[config.mk]
export PLATFORM = sky130hd
export DESIGN_NAME = button_debounce_2ch
export DESIGN_NICKNAME = d
export VERILOG_FILES = /design/src/rtl/button_debounce_2ch.sv
export SDC_FILE = /design/constraint.sdc
export NUM_CORES = 1
export LEC_CHECK = 0
export ABC_CLOCK_PERIOD_IN_PS = 3000
export CAP_MARGIN = 10
export CORE_MARGIN = 2
export CORE_UTILIZATION = 59
export CTS_CLUSTER_DIAMETER = 150
export DETAILED_ROUTE_END_ITERATION = 10
export PLACE_DENSITY = 0.81
export SYNTH_ARGS = -nofsm -noshare
export SYNTH_HDL_FRONTEND = slang
export SYNTH_SLANG_ARGS = --single-unit
[constraint.sdc]
create_clock -name clk -period 3 [get_ports clk]
set_input_delay 0.6 -clock clk [delete_from_list [all_inputs] [get_ports clk]]
set_output_delay 0.6 -clock clk [all_outputs]
set_load 0.01 [all_outputs]
[src/rtl/button_debounce_2ch.sv]
// Two-channel push-button conditioner: per-channel synchroniser, stability-counter
// debounce, and registered single-cycle rise/fall strobes for use as clock enables.

module button_debounce_ch #(
    parameter int STABLE_CYCLES = 1000,
    parameter int CNT_W         = 10
) (
    input  logic clk,
    input  logic rst,
    input  logic en,
    input  logic raw,
    output logic level,
    output logic rise,
    output logic fall
);
    // Terminal count; STABLE_CYCLES may equal 2^CNT_W, so STABLE_CYCLES-1 always fits.
    localparam logic [CNT_W-1:0] LAST = CNT_W'(STABLE_CYCLES - 1);

    logic             s1;
    logic             s2;
    logic [CNT_W-1:0] cnt;

    always_ff @(posedge clk) begin
        if (rst) begin
            s1    <= 1'b0;
            s2    <= 1'b0;
            level <= 1'b0;
            cnt   <= '0;
            rise  <= 1'b0;
            fall  <= 1'b0;
        end else begin
            s1   <= raw;
            s2   <= s1;
            rise <= 1'b0;
            fall <= 1'b0;
            if (!en || s2 == level) begin
                // Any matching (or disabled) cycle discards the partial count.
                cnt <= '0;
            end else if (cnt == LAST) begin
                level <= s2;
                cnt   <= '0;
                rise  <= s2;
                fall  <= ~s2;
            end else begin
                cnt <= cnt + 1'b1;
            end
        end
    end
endmodule

module button_debounce_2ch #(
    parameter int STABLE_CYCLES = 1000,
    parameter int CNT_W         = 10
) (
    input  logic       clk,
    input  logic       rst,
    input  logic       en,
    input  logic [1:0] btn_raw,
    output logic [1:0] btn_level,
    output logic [1:0] btn_rise,
    output logic [1:0] btn_fall
);
    for (genvar i = 0; i < 2; i++) begin : g_ch
        button_debounce_ch #(
            .STABLE_CYCLES(STABLE_CYCLES),
            .CNT_W        (CNT_W)
        ) u_ch (
            .clk  (clk),
            .rst  (rst),
            .en   (en),
            .raw  (btn_raw[i]),
            .level(btn_level[i]),
            .rise (btn_rise[i]),
            .fall (btn_fall[i])
        );
    end
endmodule

==> results.md, run 1 <==
* Status: finished clean
* Clk slew on worst S/H paths at 90 ps
* Max Used Layer: met4
* Met1 WL at 1.05 mm
* Setup total negative slack at 0 ps
* Share of power burned in registers at 61.1%
* WS Path Type: reg -> out
* Async S/R FF share, synth at 0%
* Area share of the largest cell type after synthesis at 48.0%
* Site Rows at 16
* PortBufs at 10
* Final setup viols at 0
* Ratio of cells with drive above 1 in the final layout at 11.8%
* Cell area after synthesis at 1250 um^2
* Final Hold Fails at 0
* Max Fclk at 538 MHz
* Slew margin rel. at 84.2%
* Clk sinks at 30
* Nets at 150
* Worst skew pair latency at 320 ps
* Ant. Diodes at 0
* MaxCap Viol Count at 0
* Iteration-0 DRC Markers at 17
* P per Cell Area at 471 nW/um^2
* Final Max Tran Viols at 0
* Origin of the critical flop-to-flop path: g_ch[1].u_ch.cnt[0]
* Syn nets at 139
* Area contributors post-synth: dfxtp_1 48%, nor2_1 4.8%, xnor2_1 4.2%
* Largest area contributor in the netlist: dfxtp_1
* Reg2reg end: g_ch[1].u_ch.cnt[6]
* Required @ worst endpoint at 2400 ps
* Clk buf depth at 2
* Hold endpoint: g_ch[0].u_ch.s2
* Slowest CP cell: clkdlybuf4s50_1
* Clock Skews at 5.54 ps
* Layout area overhead at 11.9%
* Metal2 WL at 1.08 mm
* Cts hold-fix bufs at 0
* Clock root buffer master: clkbuf_4
* CTS tree: done
* Remaining antenna violation count at 0
* Period utilisation layout at 61.9%
* Cts repair resizes at 0
* Sw Share at 20.9%
* Synth Instances at 132
* Die area at 2510 um^2
* Post-synth top flop: dfxtp_1
* HPWL after detailed placement at 1.68 mm
* Type of origin of the critical path: register
* CP peak stage delay at 560 ps
* Io pins at 11
* Hold_ws at 454 ps
* Count of cell types in the netlist at 29
* Placer congestion estimate at 0.832
* Wirelength per Cell at 13.3 um
* Die height at 50.1 um
* Leakage at 0.515 nW
* CP endpoint kind: primary output
* R2R depth at 5
* Drt pass-1 iters at 4
* Worst path cell trace: clkdlybuf4s50_1
* Worst path arrival time at 1260 ps
* Setup Buffers After CTS at 0
* Syn_area_per_cell at 9.48 um^2
* Hold path cells at 1
* Most numerous cell in the Yosys netlist: dfxtp_1
* Post-synth EDFFs at 0
* H-tree lvl count at 2
* Die width at 50.1 um
* Core area at 1980 um^2
* Switching power at 138 uW
* Slack of the worst reg-to-reg path at 1480 ps
* Initial Util at 63.1%
* Maximum vdd ir drop at 0.326 mV
* Initial antenna violation count at 0
* Worst-path maximum fanout at 3
* DRC at 0
* Register bit total from synthesis at 30
* Hold WC Path Type: reg -> reg
* Hold path startpoint: g_ch[0].u_ch.s1
* Total Routing Usage GR at 21.5%
* Via count at 924
* CTS buffer count at 5
* Met3 WL at 102 um
* Vias/cell at 5.40
* Share of the yosys chip area belonging to registers at 48.0%
* Vias in the first global route at 890
* CP delay by family, top: buffers and inverters
* Total global routing overflow at 0
* Final min period at 1860 ps
* Part of the power in combinational logic at 2.1%
* Wire length reported by the detailed router at 2.28 mm
* RSZ-0062 raised after global routing: no
* Global-route wire length before repair at 3.93 mm
* Design Power at 660 uW
* Slew @ Worst Pin at 236 ps
* Clock share of power at 36.8%
* Worst path buffer plus inverter count at 1
* Synth cell count leaders: 30 x dfxtp_1, 16 x nor2_1, 9 x nand2_1, 9 x nand3_1
* Synthesis Warnings at 0
* Largest net degree at the start of global routing at 10
* Int Pwr at 522 uW
## power by group through the flow
stage          Sequential [mW]  Clock (mW)  Combinational [mW]
2_1_floorplan            0.412           0             0.00558
3_3_place_gp             0.412           0              0.0130
3_5_place_dp             0.412           0              0.0136
4_1_cts                  0.403       0.248              0.0139
5_1_grt                  0.404       0.267              0.0148
6_report                 0.403       0.243              0.0139
## layer usage
metal | up-vias | GRT usage, %
li1 | 477 | -
met2 | 20 | 33.8
met3 | 7 | 7.58
met1 | 420 | 26.3
met4 | 0 | 9.26
met5 | - | 0
## registers in the layout (all words and copies together) (netlist names)
| signal | cells |
|---|---|
| g_ch.u_ch.cnt | 20 |
| g_ch.u_ch.fall | 2 |
| g_ch.u_ch.level | 2 |
| g_ch.u_ch.rise | 2 |
| g_ch.u_ch.s1 | 2 |
| g_ch.u_ch.s2 | 2 |
## metrics by stage
step / instance area [um^2] / cells / setup WS [ps] / utilization, %
global placement: 1340 / 163 / 1080 / 67.6
global route: 1400 / 171 / 1090 / 70.6
CTS: 1400 / 171 / 1120 / 70.6
finish: 1400 / 171 / 1140 / 70.6
floorplan: 1250 / 132 / 1710 / -
detailed placement: 1340 / 163 / 1030 / 67.6
## cell usage in the layout, fill, tap and decap left out, types with 2 or more instances in the layout
cell and count:
inv_1 4, xnor2_1 6, dfxtp_1 30, o221a_2 2
a31oi_1 3, nor3_1 6, xor2_1 6, and4_1 2
nand4_1 4, nand2_1 9, nor2b_1 4, a21o_1 2
and3_1 5, nand3_1 9, clkbuf_4 5, nor2_1 16
mux2i_1 2, clkdlybuf4s50_1 10, a21oi_1 3, ha_1 2
o211ai_1 2
## cells by family after synthesis
kind of cell             Yosys count  synth area share, %
AO/OA/AOI/OAI                     12                 6.90
XOR/XNOR                          12                 8.40
multiplexers                       2                 1.60
AND/OR/NAND/NOR                   64                 28.3
adder cells (fa/ha/maj)            2                 2.00
buffers and inverters             10                 4.80
flip-flops                        30                 48.0
## worst max-delay path by stage
stage | from | endpoint | slack, ps | cells after the start
3_3_place_gp | rst | g_ch[1].u_ch.cnt[1] | 1080 | 4
3_5_place_dp | rst | g_ch[1].u_ch.cnt[6] | 1030 | 5
2_1_floorplan | g_ch[1].u_ch.cnt[0] | g_ch[1].u_ch.cnt[1] | 1710 | 4
5_1_grt | g_ch[0].u_ch.level | btn_level[0] | 1090 | 1
6_report | g_ch[0].u_ch.level | btn_level[0] | 1140 | 1
4_1_cts | g_ch[0].u_ch.level | btn_level[0] | 1120 | 1
## layout make-up
cell class	instances	area [um^2]
clock buffer	7	55.1
clock inverter	1	5.00
fill	163	582
inverter	4	15.0
multi-input combinational	92	591
sequential	30	601
tap	27	33.8
timing repair buffer	10	100
Note: power is estimated with default switching activity, not from simulation.
==> run 2, diff against run 1 <==
==> config.mk (replaced) <==
export PLATFORM = sky130hd
export DESIGN_NAME = button_debounce_2ch
export DESIGN_NICKNAME = d
export VERILOG_FILES = /design/src/rtl/button_debounce_2ch.sv
export SDC_FILE = /design/constraint.sdc
export NUM_CORES = 1
export LEC_CHECK = 0
export ABC_CLOCK_PERIOD_IN_PS = 1550
export CAP_MARGIN = 10
export CORE_MARGIN = 2
export CORE_UTILIZATION = 49
export CTS_CLUSTER_DIAMETER = 150
export DETAILED_ROUTE_END_ITERATION = 10
export PLACE_DENSITY = 0.72
export SYNTH_ARGS = -nofsm -noshare
export SYNTH_HDL_FRONTEND = slang
export SYNTH_SLANG_ARGS = --single-unit
==> constraint.sdc (replaced) <==
create_clock -name clk -period 1.55 [get_ports clk]
set_input_delay 0.31 -clock clk [delete_from_list [all_inputs] [get_ports clk]]
set_output_delay 0.31 -clock clk [all_outputs]
set_load 0.01 [all_outputs]
==> run 2 against run 1 <==
Net effect: clock skew down 1.4 ps; sequential power up 93%; setup slack worse by 1100 ps; final cell count up 2.3%; clock power up 72%; sequential share of layout area down 0.34 points; critical path depth unchanged; register-to-register slack worse by 1400 ps; global-route usage down 2.9 points; combinational power up 110%; power up 86%; worst hold slack worse by 10 ps.
==> results.md, run 2 (same netlist as run 1, synthesis figures left out) <==
* HPWL after detailed placement at 1.55 mm
* Biggest register: g_ch.u_ch.cnt
* Register area at 601 um^2
* Max Fclk at 673 MHz
* Placement Cell Area at 1360 um^2
* Final non-filler cell area at 1410 um^2
* Type of origin of the critical path: register
* Total Routing Usage GR at 18.6%
* Global-route wire length before repair at 3.69 mm
* Initial antenna violation count at 0
* Hold_ws at 444 ps
* Die height at 54.5 um
* Final Util at 57.5%
* CP endpoint kind: primary output
* Site Rows at 18
* Remaining antenna violation count at 0
* Worst skew pair latency at 330 ps
* Max FFs per register at 20
* Layout area overhead at 12.8%
* Worst path buffer plus inverter count at 1
* Initial Util at 51.0%
* Setup Buffers After CTS at 0
* H-tree lvl count at 2
* Die width at 54.5 um
* Ratio of cells with drive above 1 in the final layout at 13.8%
* Slowest CP cell: clkdlybuf4s50_1
* Wire length reported by the detailed router at 2.10 mm
* Worst-path maximum fanout at 1
* Clk buf depth at 2
* Iteration-0 DRC Markers at 12
* Die area at 2970 um^2
* Ant. Diodes at 0
* Via count at 923
* Leakage at 0.522 nW
* Status: finished clean
* MaxCap Viol Count at 0
* Nets at 152
* Slack of the worst reg-to-reg path at 120 ps
* Worst path arrival time at 1180 ps
* Final Max Tran Viols at 0
* Drt pass-1 iters at 4
* Required @ worst endpoint at 1240 ps
* Multi-input logic area at 601 um^2
* Core area at 2450 um^2
* Period utilisation layout at 95.9%
* Leading cell type in the layout, fill and taps excluded: dfxtp_1
* Vias in the first global route at 850
* Most frequent cells in the layout: 30 x dfxtp_1, 16 x nor2_1, 8 x nand2_1, 8 x nand3_1, 8 x clkdlybuf4s50_1
* Setup total negative slack at 0 ps
* Clock Skews at 4.09 ps
* Worst path cell trace: clkdlybuf4s50_1
* Vias/cell at 5.27
* Fill count at 214
* P per Cell Area at 868 nW/um^2
* RSZ-0062 raised after global routing: no
* Clk sinks at 30
* Wirelength per Cell at 12.0 um
* Io pins at 11
* WS Path Type: reg -> out
* Cts repair resizes at 2
* DRC at 0
* Placer congestion estimate at 0.776
* Slew @ Worst Pin at 247 ps
* CP peak stage delay at 530 ps
* Total global routing overflow at 0
* Design Power at 1.23 mW
* CTS buffer count at 5
* Final Hold Fails at 0
* Largest net degree at the start of global routing at 9
* CTS tree: done
* Slew margin rel. at 83.5%
* Final setup viols at 0
* Maximum vdd ir drop at 0.735 mV
* CP delay by family, top: buffers and inverters
* Final min period at 1490 ps
* PortBufs at 10
* Hold WC Path Type: reg -> reg
* Clock root buffer master: clkbuf_4
* Cts hold-fix bufs at 0
* Clk slew on worst S/H paths at 80 ps
run 2: worst paths after layout:
kind	from	end	depth (start not counted)
setup / recovery	g_ch[0].u_ch.rise	btn_rise[0]	1
hold / removal	g_ch[0].u_ch.s1	g_ch[0].u_ch.s2	1
setup reg to reg	g_ch[0].u_ch.cnt[0]	g_ch[0].u_ch.level	5
hold reg to reg	g_ch[0].u_ch.s1	g_ch[0].u_ch.s2	1
run 2: report_power, final:
group          internal [mW]  total (mW)  switching (mW)
sequential             0.776       0.779         0.00367
combinational         0.0180      0.0292          0.0112
clock                  0.171       0.417           0.246
total                  0.964        1.23           0.261
run 2: per-layer routing:
| metal | wire length, um | part of all wire (%) | vias up | global-route usage (%) |
|---|---|---|---|---|
| met3 | 114 | 5.4 | 7 | 9.29 |
| met4 | 59 | 2.8 | 0 | 11.3 |
| met2 | 912 | 43 | 16 | 24.9 |
| li1 | - | - | 478 | - |
| met5 | 0 | 0 | - | 0 |
| met1 | 1010 | 48 | 422 | 23.5 |
run 2: cell type report:
cell class                      instances  area share [%]
Tap cell                               30            2.66
Timing Repair Buffer                   12            7.98
Clock buffer                            7            3.19
Multi-Input combinational cell         92            42.6
Sequential cell                        30            42.6
Inverter                                4            1.06
run 2: stage by stage:
step           instances  setup slack (ps)
6_report             175              64.0
2_1_floorplan        132               260
4_1_cts              175              43.2
5_1_grt              175              2.06
3_5_place_dp         168             -4.73
3_3_place_gp         168              42.6
